$ cat src/rtl/conv_psum_acc.sv
// rtl/conv_psum_acc.sv - channel-group partial-sum accumulator with bias, rounding requantize and int8 saturation
// Optional build macro CONV_PSUM_RELU_EN clamps negative results to zero before saturation.
module conv_psum_acc #(
  parameter int N_CH  = 4,
  parameter int IN_W  = 20,
  parameter int ACC_W = 28,
  parameter int OUT_W = 8
) (
  input  logic                    clk,
  input  logic                    rstn,
  input  logic                    vld_i,
  input  logic signed [IN_W-1:0]  acc_i,
  input  logic                    clear_i,
  input  logic signed [15:0]      bias_i,
  input  logic [4:0]              shift_i,
  output logic signed [OUT_W-1:0] dout,
  output logic                    vld_o,
  output logic                    ovf_o
);

  localparam int CW = (N_CH > 1) ? $clog2(N_CH) : 1;
  localparam int SW = ACC_W + 1;
  // Wide enough to hold the rounding constant for shift 31 without wrapping.
  localparam int RW = (ACC_W + 2 > 33) ? ACC_W + 2 : 33;
  localparam logic [CW-1:0]           LAST  = CW'(N_CH - 1);
  localparam logic signed [ACC_W-1:0] AMAX  = {1'b0, {(ACC_W-1){1'b1}}};
  localparam logic signed [ACC_W-1:0] AMIN  = ~AMAX;
  localparam logic signed [RW-1:0]    OMAX  = RW'(2**(OUT_W-1) - 1);
  localparam logic signed [RW-1:0]    OMIN  = ~OMAX;
  localparam logic [RW-1:0]           ONE   = RW'(1);

  logic [CW-1:0]           cnt, eff, cnt_nxt;
  logic signed [ACC_W-1:0] acc, acc_nxt;
  logic signed [ACC_W:0]   add_full;
  logic                    first, last, clip;

  logic                    s1_vld;
  logic signed [ACC_W-1:0] s1_sum;
  logic signed [15:0]      s1_bias;
  logic [4:0]              s1_shift;

  logic                    s2_vld;
  logic signed [SW-1:0]    s2;
  logic [4:0]              s2_shift;

  logic signed [RW-1:0]    rnd, rsum, rq;
  logic signed [OUT_W-1:0] sat;

  // A clear alongside a beat restarts the group with that beat.
  always_comb begin
    first    = clear_i || (cnt == '0);
    eff      = first ? '0 : cnt;
    last     = (eff == LAST);
    cnt_nxt  = last ? '0 : eff + CW'(1);
    add_full = (ACC_W+1)'(acc) + (ACC_W+1)'(acc_i);
    clip     = 1'b0;
    acc_nxt  = ACC_W'(acc_i);
    if (!first) begin
      if (add_full[ACC_W] != add_full[ACC_W-1]) begin
        clip    = vld_i;
        acc_nxt = add_full[ACC_W] ? AMIN : AMAX;
      end else begin
        acc_nxt = add_full[ACC_W-1:0];
      end
    end
  end

  always_ff @(posedge clk or negedge rstn) begin
    if (!rstn) begin
      cnt      <= '0;
      acc      <= '0;
      ovf_o    <= 1'b0;
      s1_vld   <= 1'b0;
      s1_sum   <= '0;
      s1_bias  <= '0;
      s1_shift <= '0;
    end else begin
      if (vld_i) begin
        acc <= acc_nxt;
        cnt <= cnt_nxt;
      end else if (clear_i) begin
        acc <= '0;
        cnt <= '0;
      end
      if (clear_i)   ovf_o <= clip;
      else if (clip) ovf_o <= 1'b1;
      s1_vld <= vld_i && last;
      if (vld_i && last) begin
        s1_sum   <= acc_nxt;
        s1_bias  <= bias_i;
        s1_shift <= shift_i;
      end
    end
  end

  always_ff @(posedge clk or negedge rstn) begin
    if (!rstn) begin
      s2_vld   <= 1'b0;
      s2       <= '0;
      s2_shift <= '0;
    end else begin
      s2_vld <= s1_vld;
      if (s1_vld) begin
        s2       <= SW'(s1_sum) + SW'(s1_bias);
        s2_shift <= s1_shift;
      end
    end
  end

  always_comb begin
    rnd  = (s2_shift == '0) ? '0 : ONE << (s2_shift - 5'd1);
    rsum = RW'(s2) + rnd;
    rq   = rsum >>> s2_shift;
`ifdef CONV_PSUM_RELU_EN
    if (rq < 0) rq = '0;
`endif
    if (rq > OMAX)      sat = OMAX[OUT_W-1:0];
    else if (rq < OMIN) sat = OMIN[OUT_W-1:0];
    else                sat = rq[OUT_W-1:0];
  end

  always_ff @(posedge clk or negedge rstn) begin
    if (!rstn) begin
      vld_o <= 1'b0;
      dout  <= '0;
    end else begin
      vld_o <= s2_vld;
      if (s2_vld) dout <= sat;
    end
  end

endmodule

$ cat config.mk
export PLATFORM = sky130hd
export DESIGN_NAME = conv_psum_acc
export DESIGN_NICKNAME = d
export VERILOG_FILES = /design/src/rtl/conv_psum_acc.sv
export SDC_FILE = /design/constraint.sdc
export NUM_CORES = 1
export LEC_CHECK = 0
export ABC_AREA = 1
export BUFFER_PORTS_ARGS = -buffer_cell sky130_fd_sc_hd__clkbuf_2
export CORE_ASPECT_RATIO = 0.5
export CORE_MARGIN = 1.5
export CORE_UTILIZATION = 57
export CTS_BUF_LIST = sky130_fd_sc_hd__clkbuf_4 sky130_fd_sc_hd__clkbuf_8 sky130_fd_sc_hd__clkbuf_16
export CTS_CLUSTER_DIAMETER = 80
export DETAILED_ROUTE_END_ITERATION = 16
export PLACE_DENSITY = 0.75
export SLEW_MARGIN = 20
export SYNTH_ARGS = -nofsm -noshare
export SYNTH_HDL_FRONTEND = slang
export SYNTH_SLANG_ARGS = --single-unit
$ cat constraint.sdc
create_clock -name clk -period 4.81 [get_ports clk]
set_input_delay 0.481 -clock clk [delete_from_list [all_inputs] [get_ports clk]]
set_output_delay 0.481 -clock clk [all_outputs]
set_load 0.05 [all_outputs]
==> impl_metrics.ini <==
[floorplan]
die_y_um = 111
dieArea_sq_um = 24300
dieWidth_um = 219
initial_core_util = 0.582
io_pins = 55
core_area_sq_um = 22800
rows = 39

[grt]
grt_pass1_wl_um = 64000
antenna_found_initial = 0
grt_pass1_vias = 12832
grt_max_degree = 65
grt.total_usage = 0.330
grt-ovfl-total = 0

[placed_design]
place.port_buffers = 54
gp_congestion = 1.03
pre_cts_ws_ps = 519
dp_hpwl_um = 30700

[yosys]
postSynth.asyncResetShare = 1.00
synth_nets = 2341
synth_flop_cell = dfrtp_1
yosysUniqueCellTypes = 50
syn_area_sq_um = 13300
ys_seq_area_frac = 0.235
syn_avg_cell_area_sq_um = 6.03
ys_ff_latch = 125
synthCells = 2204
yosys_warnings = 0
synth_edf_count = 0

[final_layout]
final_cell_mix = nand2_1, nand3_1, inv_1, nor2_1, dfrtp_1
fillerInstances = 2231
n_antenna_cell = 0
layout-drive-gt1-share = 0.0897
final_common_cell = nand2_1
nets = 2367
post-route-util = 0.636
syn_to_final_growth_pct = 9.39

[sta]
period_needed_ps = 4450
setup_viol = 0
slew-limit-headroom = 0.346
fmax_mhz = 225
drv_slew = 0
worstMarginPinSlew_ps = 976
setup_ws_ps = 356
hold_viol_final = 0
skew_ps = 19.2
fin_crit_sh = 0.926

[clock_tree]
cts_tree = built
clock-sinks = 125
postCtsResizedCells = 0
cts_setup_buffers = 0
cts_hold_buffers = 0
clk_pin_slew_ps = 60
htree_levels = 4
cts_made_buffers = 17
clockBufferDepth = 2
clockRootBuffer = clkbuf_16
clk_latency_ps = 430

[drt]
routed_via_density = 5.55
drcViolationCount = 0
routed_wl_um = 39000
dr.pass1.iters = 10
drt_iter0_markers = 1297
wl_per_cell_um = 15.3
vias = 14150
ant_nets = 0

[critical_path]
critical_path_class = flip-flop to flip-flop
cp.arrival_ps = 4820
crit_top_cell = nand2_1
cp-start-kind = flip-flop
endpoint_kind = flip-flop
crit_required_ps = 5170
cp_slowest_stage_delay_ps = 460
slowest_stage = dfrtp_1
cp_max_fo = 7

[power_and_ir_drop]
p_leak_uw = 0.00794
ir_drop_v = 0.000250
power_density_nw_per_um2 = 299
power_uw = 4350

[min_path]
hold_class = input port to asynchronous set/reset pin

[status]
status = completed

[run]
cap_violations = 0
Yosys cell counts (all sizes together), types with 18 or more instances:
cell | instances | area (sq um)
a21oi | 90 | 450
nand2 | 794 | 3040
o21ai | 118 | 602
xnor2 | 24 | 210
inv | 258 | 971
clkbuf | 36 | 135
nand3 | 353 | 1860
buf | 35 | 179
ha | 89 | 1110
o22ai | 18 | 113
nor2 | 141 | 554
xor2 | 31 | 279
dfrtp | 125 | 3130
report_power, final:
part | total [uW] | switching, uW | leakage [uW] | internal [uW]
Clock | 1400 | 486 | 0.000309 | 911
Combinational | 1650 | 1070 | 0.00600 | 582
Sequential | 1300 | 102 | 0.00164 | 1200
kinds of logic (layout without fill, tap and decap cells):
logic type               Yosys count  in the layout  synth area share
adder cells (fa/ha/maj)           92             92            0.0883
other                              1              1          0.000282
AO/OA/AOI/OAI                    265            265             0.110
flip-flops                       125            125             0.235
XOR/XNOR                          55             55            0.0368
buffers and inverters            337            374            0.0990
AND/OR/NAND/NOR                 1329           1329             0.430
metal layers:
metal / up-vias / share of wire / track usage
met5: - / 0 / 0
met4: 0 / 0.029 / 0.115
met3: 77 / 0.075 / 0.0513
met2: 522 / 0.43 / 0.502
met1: 6347 / 0.47 / 0.475
li1: 7204 / - / -
stage by stage:
stage,area [sq um],setup TNS [ps],cells,hold slack [ps]
after floorplan,13300,0,2204,185
after global placement,13800,0,2518,465
after detailed placement,13800,0,2518,465
after CTS,14400,0,2548,112
after global routing,14500,-8.69,2548,136
final,14500,0,2548,74.6
sequential cells by signal, indices dropped and copies added, names as in the netlist, 2 cells and up:
signal and count:
dout 8, s2 29, s1_shift 5, s2_shift 5, cnt 2, s1_bias 16
s1_sum 28, acc 28
area by class of cell:
type	count	area, sq um	area share
clock buffers	21	474	0.0326
clock inverters	9	159	0.0109
inverters	266	1000	0.0689
multi-input cells	1742	8930	0.615
flip-flops and latches	125	3130	0.215
well taps	307	384	0.0264
repair buffers	78	453	0.0312
final timing paths:
path	start	cells after the start	endpoint	slack (ps)
min in group clk	bias_i[5]	3	s1_bias[5]	250
max in group asynchronous	rstn	2	s2_shift[3]	3640
max	s2_shift[2]	31	dout[1]	360
min reg2reg	s1_shift[0]	2	s1_shift[0]	470
max reg2reg	s2_shift[2]	31	dout[1]	360
min	rstn	1	acc[19]	70
critical path, delay by kind of cell (launching register included):
family,cells,cell delay (ps)
compound gates,1,350
fa+ha+maj,1,380
buf+inv,4,570
flops,1,460
simple gates,25,2630
(Power assumes the default switching activity.)
